`src/rtl/cache_bus_arbiter_if.sv`:
```
// Sram-like request/response channel shared by the cache ports and the bridge port.
// The master side issues requests; the slave side answers with addr_ok/data_ok/rdata.
interface cache_bus_arbiter_if;
  logic        req;
  logic        wr;
  logic [1:0]  size;
  logic [31:0] addr;
  logic [31:0] wdata;
  logic [31:0] rdata;
  logic        addr_ok;
  logic        data_ok;

  modport master (
    output req, wr, size, addr, wdata,
    input  rdata, addr_ok, data_ok
  );

  modport slave (
    input  req, wr, size, addr, wdata,
    output rdata, addr_ok, data_ok
  );
endinterface

```
`src/rtl/cache_bus_arbiter.sv`:
```
// Round-robin arbiter serializing the instruction and data cache miss ports
// onto one sram-like bus port, with a single transaction in flight.
module cache_bus_arbiter (
  input  logic                       clk,
  input  logic                       rst,
  cache_bus_arbiter_if.slave         inst,
  cache_bus_arbiter_if.slave         data,
  cache_bus_arbiter_if.master        bus
);

  typedef enum logic [1:0] {
    IDLE = 2'd0,
    ADDR = 2'd1,
    DATA = 2'd2
  } state_t;

  state_t      state_reg, state_next;
  logic        owner_reg, owner_next;
  logic        last_grant_reg, last_grant_next;
  logic        wr_reg, wr_next;
  logic [1:0]  size_reg, size_next;
  logic [31:0] addr_reg, addr_next;
  logic [31:0] wdata_reg, wdata_next;

  logic        grant_data;
  logic        busy;
  logic        in_addr;
  logic        in_data;

  // On a tie the port that did not win last time gets the bus.
  always_comb begin
    grant_data = data.req && (!inst.req || !last_grant_reg);
  end

  always_ff @(posedge clk) begin
    if (rst) begin
      state_reg      <= IDLE;
      owner_reg      <= 1'b0;
      last_grant_reg <= 1'b0;
      wr_reg         <= 1'b0;
      size_reg       <= 2'd0;
      addr_reg       <= 32'd0;
      wdata_reg      <= 32'd0;
    end else begin
      state_reg      <= state_next;
      owner_reg      <= owner_next;
      last_grant_reg <= last_grant_next;
      wr_reg         <= wr_next;
      size_reg       <= size_next;
      addr_reg       <= addr_next;
      wdata_reg      <= wdata_next;
    end
  end

  always_comb begin
    state_next      = state_reg;
    owner_next      = owner_reg;
    last_grant_next = last_grant_reg;
    wr_next         = wr_reg;
    size_next       = size_reg;
    addr_next       = addr_reg;
    wdata_next      = wdata_reg;
    unique case (state_reg)
      IDLE: begin
        if (inst.req || data.req) begin
          state_next      = ADDR;
          owner_next      = grant_data;
          last_grant_next = grant_data;
          wr_next         = grant_data ? data.wr    : inst.wr;
          size_next       = grant_data ? data.size  : inst.size;
          addr_next       = grant_data ? data.addr  : inst.addr;
          wdata_next      = grant_data ? data.wdata : inst.wdata;
        end
      end
      ADDR: begin
        if (bus.addr_ok) begin
          state_next = DATA;
        end
      end
      DATA: begin
        if (bus.data_ok) begin
          state_next = IDLE;
        end
      end
      default: begin
        state_next = IDLE;
      end
    endcase
  end

  assign busy    = (state_reg != IDLE);
  assign in_addr = (state_reg == ADDR);
  assign in_data = (state_reg == DATA);

  // Latched fields stay registered after a transaction; gate them so IDLE shows zeros.
  assign bus.req   = in_addr;
  assign bus.wr    = busy && wr_reg;
  assign bus.size  = busy ? size_reg  : 2'd0;
  assign bus.addr  = busy ? addr_reg  : 32'd0;
  assign bus.wdata = busy ? wdata_reg : 32'd0;

  assign inst.addr_ok = in_addr && !owner_reg && bus.addr_ok;
  assign data.addr_ok = in_addr &&  owner_reg && bus.addr_ok;
  assign inst.data_ok = in_data && !owner_reg && bus.data_ok;
  assign data.data_ok = in_data &&  owner_reg && bus.data_ok;

  assign inst.rdata = bus.rdata;
  assign data.rdata = bus.rdata;

endmodule

```
`src/flat_wrapper.sv`:
```
// flat-port wrapper written by rule: the top's interface ports become plain ports
module cache_bus_arbiter_flat 
  (clk, rst, inst_req, inst_wr, inst_size, inst_addr, inst_wdata, inst_rdata, inst_addr_ok, inst_data_ok, data_req, data_wr, data_size, data_addr, data_wdata, data_rdata, data_addr_ok, data_data_ok, bus_req, bus_wr, bus_size, bus_addr, bus_wdata, bus_rdata, bus_addr_ok, bus_data_ok);
  cache_bus_arbiter_if inst_i ();
  cache_bus_arbiter_if data_i ();
  cache_bus_arbiter_if bus_i ();
  input  logic clk;
  input  logic rst;
  input wire logic [$bits(inst_i.req)-1:0] inst_req;
  input wire logic [$bits(inst_i.wr)-1:0] inst_wr;
  input wire logic [$bits(inst_i.size)-1:0] inst_size;
  input wire logic [$bits(inst_i.addr)-1:0] inst_addr;
  input wire logic [$bits(inst_i.wdata)-1:0] inst_wdata;
  output wire logic [$bits(inst_i.rdata)-1:0] inst_rdata;
  output wire logic [$bits(inst_i.addr_ok)-1:0] inst_addr_ok;
  output wire logic [$bits(inst_i.data_ok)-1:0] inst_data_ok;
  input wire logic [$bits(data_i.req)-1:0] data_req;
  input wire logic [$bits(data_i.wr)-1:0] data_wr;
  input wire logic [$bits(data_i.size)-1:0] data_size;
  input wire logic [$bits(data_i.addr)-1:0] data_addr;
  input wire logic [$bits(data_i.wdata)-1:0] data_wdata;
  output wire logic [$bits(data_i.rdata)-1:0] data_rdata;
  output wire logic [$bits(data_i.addr_ok)-1:0] data_addr_ok;
  output wire logic [$bits(data_i.data_ok)-1:0] data_data_ok;
  output wire logic [$bits(bus_i.req)-1:0] bus_req;
  output wire logic [$bits(bus_i.wr)-1:0] bus_wr;
  output wire logic [$bits(bus_i.size)-1:0] bus_size;
  output wire logic [$bits(bus_i.addr)-1:0] bus_addr;
  output wire logic [$bits(bus_i.wdata)-1:0] bus_wdata;
  input wire logic [$bits(bus_i.rdata)-1:0] bus_rdata;
  input wire logic [$bits(bus_i.addr_ok)-1:0] bus_addr_ok;
  input wire logic [$bits(bus_i.data_ok)-1:0] bus_data_ok;
  assign inst_i.req = inst_req;
  assign inst_i.wr = inst_wr;
  assign inst_i.size = inst_size;
  assign inst_i.addr = inst_addr;
  assign inst_i.wdata = inst_wdata;
  assign inst_rdata = inst_i.rdata;
  assign inst_addr_ok = inst_i.addr_ok;
  assign inst_data_ok = inst_i.data_ok;
  assign data_i.req = data_req;
  assign data_i.wr = data_wr;
  assign data_i.size = data_size;
  assign data_i.addr = data_addr;
  assign data_i.wdata = data_wdata;
  assign data_rdata = data_i.rdata;
  assign data_addr_ok = data_i.addr_ok;
  assign data_data_ok = data_i.data_ok;
  assign bus_req = bus_i.req;
  assign bus_wr = bus_i.wr;
  assign bus_size = bus_i.size;
  assign bus_addr = bus_i.addr;
  assign bus_wdata = bus_i.wdata;
  assign bus_i.rdata = bus_rdata;
  assign bus_i.addr_ok = bus_addr_ok;
  assign bus_i.data_ok = bus_data_ok;
  cache_bus_arbiter u_core (.clk(clk), .rst(rst), .inst(inst_i), .data(data_i), .bus(bus_i));
endmodule
```
`config.mk`:
```
export PLATFORM = sky130hd
export DESIGN_NAME = cache_bus_arbiter_flat
export DESIGN_NICKNAME = d
export VERILOG_FILES = /design/src/rtl/cache_bus_arbiter_if.sv /design/src/rtl/cache_bus_arbiter.sv /design/src/flat_wrapper.sv
export SDC_FILE = /design/constraint.sdc
export NUM_CORES = 1
export LEC_CHECK = 0
export CORE_AREA = 2 2 121 123
export CTS_CLUSTER_SIZE = 10
export DETAILED_ROUTE_END_ITERATION = 10
export DIE_AREA = 0 0 123 125
export DONT_BUFFER_PORTS = 1
export PLACE_DENSITY = 0.49
export SYNTH_ARGS = -nofsm -noshare
export SYNTH_HDL_FRONTEND = slang
export SYNTH_SLANG_ARGS = --single-unit
```
`constraint.sdc`:
```
create_clock -name clk -period 2.03 [get_ports clk]
set_clock_uncertainty 0.05 [all_clocks]
set_input_delay 0.406 -clock clk [delete_from_list [all_inputs] [get_ports clk]]
set_output_delay 0.406 -clock clk [all_outputs]
set_load 0.05 [all_outputs]
```
; Word-level counts from Yosys, hierarchy flattened
; Index checks and enable logic that the tools add are counted.
[word_totals]
regBits = 70
output_inout_bits = 136
input_bits = 172
elab_cells = 40
[classes]
muxes = 11
eq_ne = 5
n_reduce_logical = 18
[ops]
columns = operator, n
row1 = $mux 32, 4
row2 = $logic_and 1x1->1, 10
row3 = $mux 2, 5
row4 = $pmux 2 s3, 1
row5 = $ne 2x2->1 const B, 2
row6 = $reduce_and 3->1, 1
row7 = $eq 2x1->1 const B, 1
row8 = $eq 2x2->1 const B, 1
row9 = $logic_not 1->1, 2
row10 = $logic_not 2->1, 1
row11 = $logic_or 1x1->1, 2
row12 = $ne 2x1->1 const B, 1
row13 = $reduce_and 2->1, 1
row14 = $reduce_bool 2->1, 1
row15 = $mux 1, 1

; Logic depth before layout (Yosys ltp)
[logic_depth]
ltp_word = 4
depth_mapped = 7
depth_no_buf = 3

; Least setup slack after synthesis
; No wires, ideal clock.
[synth_path]
kind = register to output
start = register u_core.state_reg[0]
end = output inst_addr_ok
n_path_buf = 0
t_required_ps = 1574
t_arrival_ps = 1972
path_stages_with_launch = 4
slack_ps = -398
path_cell_list = dfxtp_1 -> nor2b_1 -> nand2_1 -> nor2_1
[synth_between]
elab_chain_cells = 3
[synth_lines]
columns = item, line_no
row1 = "start, declared", cache_bus_arbiter.sv:17  ; state_t state_reg, state_next;
row2 = "start signal, assigned", cache_bus_arbiter.sv:45  ; state_reg <= state_next;
row3 = $eq 2x1->1, cache_bus_arbiter.sv:92  ; assign in_addr = (state_reg == ADDR);
row4 = net bus_req, flat_wrapper.sv:25  ; output wire logic [$bits(bus_i.req)-1:0] bus_req;
row5 = $logic_and 1x1->1 (2 in series), cache_bus_arbiter.sv:102  ; assign inst.addr_ok = in_addr && !owner_reg && bus.addr_ok;
row6 = "end, declared", flat_wrapper.sv:15  ; output wire logic [$bits(inst_i.addr_ok)-1:0] inst_addr_ok;
; The timed path passes the listed nets, and every way through them passes these cells.

; Final worst setup path
[layout_path]
start = register u_core.state_reg[0]
end = output bus_addr[7]
[layout_between]
elab_chain_cells = 2
[layout_lines]
columns = item, line_no
row1 = $reduce_bool 2->1, cache_bus_arbiter.sv:91  ; assign busy = (state_reg != IDLE);
row2 = $mux 32, cache_bus_arbiter.sv:99  ; assign bus.addr = busy ? addr_reg : 32'd0;
row3 = "end, declared", flat_wrapper.sv:28  ; output wire logic [$bits(bus_i.addr)-1:0] bus_addr;
; Every way passes these cells.

==> flow_summary.ini <==
[sta]
period_needed_ns = 1.96
finalCritPeriodShare = 0.965
whs_ns = 0.0892
slew_viol_final = 0
fmax_mhz = 511
hold_viol = 0
finalSetupViolations = 0
maxSlewHeadroom = 0.360
rsz0062_at_grt = true
tightest_slew_ns = 0.961

[clocking]
h-tree-depth = 3
cts_sinks = 70
cts-buffers-inserted = 9
clockBufferDepth = 2
post_cts_buffers = 0
clkTransAtPathRegs_ns = 0.05
clock_latency_ns = 0.33
holdBufCountCts = 0
cts_tree = done
cts_root_buffer = clkbuf_16

[placed_design]
dpl-instance-area_sq_um = 4460
place_congestion = 0.705
io_buffer_count = 0
place.detailed.hpwl_mm = 8.19
post-place-cells = 688

[power]
ir_drop_mv = 0.358
finalPower_w = 0.00450
leakagePower_nw = 1.88
pwr_density_cell_nw_per_um2 = 924

[final_layout]
syn2layout_area_growth_pct = 14.1
layout_commonest_cell = nand2_1
layout_common_cells = 137 x nand2_1, 70 x a21oi_1, 70 x dfxtp_1, 68 x nor2b_1, 46 x buf_4
seq_area_sq_um = 1400
final_cell_count_no_fill = 705
multiInputGateArea_sq_um = 2180
nets = 688
final_cell_area_sq_um = 4870
diodes = 0
fillers = 1498
post_route_cells_drive_above_1_share = 0.255

[grt]
use_met3 = 0.0479
grt_most_used_layer = met2
grt_pass1_vias = 3576
gr-total-overflow = 0
antenna_found_initial = 0
grt_max_degree = 81
globalRouteTotalUtil = 0.150
grt_pass1_wl_mm = 18.5
use_met1 = 0.178
grt.met2_usage = 0.246

[routing]
first_pass_iters = 4
wl_per_cell_um = 17.4
num_vias = 3696
drt-initial-drc-count = 176
routed_via_density = 5.24
drc = 0
finalWirelength_mm = 12.3
ant_nets = 0

[critical_path]
r2r_slack_ns = 0.11
worst_setup_path_start_kind = flip-flop
worstReg2RegEnd = u_core.wdata_reg[29]$_SDFFE_PP0P_
r2r_cells = 3
r2r-start = u_core.state_reg[0]$_SDFFE_PP0P_
crit_arrival_ns = 1.50
critPathCaptureType = output pin
cp-startpoint = u_core.state_reg[0]$_SDFFE_PP0P_
cp.required_ns = 1.57
critPathKind = flip-flop to output pin
crit_path_end = bus_addr[7]
cp_max_fo = 57

[floorplan]
core_sq_um = 14200
die_area_sq_um = 15400
rows = 44
io_pins = 308
initial_core_util = 0.301
die_x_um = 123
die_y_um = 125

[synthesis]
ys_ff_latch = 70
synth_area_sq_um = 4270
synth_warnings = 0
ys_seq_area_frac = 0.328
synthesis.nets = 715
synthCells = 543
yosysUniqueCellTypes = 18
postSynthAreaPerCell_sq_um = 7.87

[status]
status = finished clean

[min_path]
hp-class = input port to flip-flop

[flow_run]
cap_violations = 0
==> how the worst min path moves through the flow <==
stage | from | end | cells after the start
5_1_grt | rst | u_core.wdata_reg[18]$_SDFFE_PP0P_ | 1
3_3_place_gp | rst | u_core.wdata_reg[18]$_SDFFE_PP0P_ | 1
3_5_place_dp | rst | u_core.wdata_reg[18]$_SDFFE_PP0P_ | 1
4_1_cts | rst | u_core.wdata_reg[18]$_SDFFE_PP0P_ | 1
6_report | rst | u_core.wdata_reg[7]$_SDFFE_PP0P_ | 1
2_1_floorplan | u_core.addr_reg[24]$_SDFFE_PP0P_ | u_core.addr_reg[24]$_SDFFE_PP0P_ | 2
==> critical path, stage by stage, from the launching register on <==
cell	delay, ns
dfxtp_1	0.34
nor2_4	0.25
buf_12	0.27
nor2b_1	0.11
buf_6	0.16
==> logic make-up (layout without fill, tap and decap cells) <==
| family | after synthesis | count (layout) | share of synthesized area |
|---|---|---|---|
| flip-flops | 70 | 70 | 0.328 |
| AO/OA/AOI/OAI | 140 | 140 | 0.270 |
| buffers and inverters | 117 | 95 | 0.169 |
| AND/OR/NAND/NOR | 216 | 216 | 0.234 |
==> Yosys cell counts <==
library cell,count,share of area
dfxtp_1,70,0.33
buf_2,9,0.011
nand3_1,1,0.0012
nor2b_1,69,0.10
and2_1,1,0.0015
a21oi_1,70,0.082
and3_1,2,0.0029
a21bo_2,2,0.0047
buf_4,64,0.11
nand2b_1,2,0.0029
nand2_1,137,0.12
or2_1,1,0.0015
clkbuf_1,40,0.035
a311oi_1,37,0.076
a21boi_1,1,0.0018
nor2_1,3,0.0026
a311oi_2,30,0.11
buf_6,4,0.011
==> layer usage <==
metal | wire (um) | up-vias
met5 | 0 | -
met4 | 242 | 0
met3 | 1250 | 25
met2 | 6030 | 194
met1 | 4770 | 1725
li1 | - | 1752
==> final cells by class <==
class,count,share of cell area
clock buffer,9,0.0462
clock inverter,7,0.0133
tap,184,0.0472
multi-input combinational,356,0.447
timing repair buffer,79,0.159
sequential,70,0.287
==> through the flow <==
step | util | setup TNS [ns] | setup WS [ns]
after floorplan | - | 0 | 0.0664
after global placement | 0.314 | 0 | 0.269
after detailed placement | 0.314 | 0 | 0.238
after CTS | 0.334 | 0 | 0.0114
after global routing | 0.343 | -0.159 | -0.0208
final | 0.343 | 0 | 0.0712
==> report_power, final <==
part / internal (W) / switching [W] / total (W)
Sequential: 0.00154 / 0.0000829 / 0.00163
Clock: 0.000941 / 0.000604 / 0.00154
Combinational: 0.000473 / 0.000860 / 0.00133
==> timing repair <==
action / CTS / global route
setup endpoints to repair: 0 / 38
resized for setup: 0 / 27
endpoints found under the hold margin: 0 / 0
Note: power is estimated with default switching activity, not from simulation.
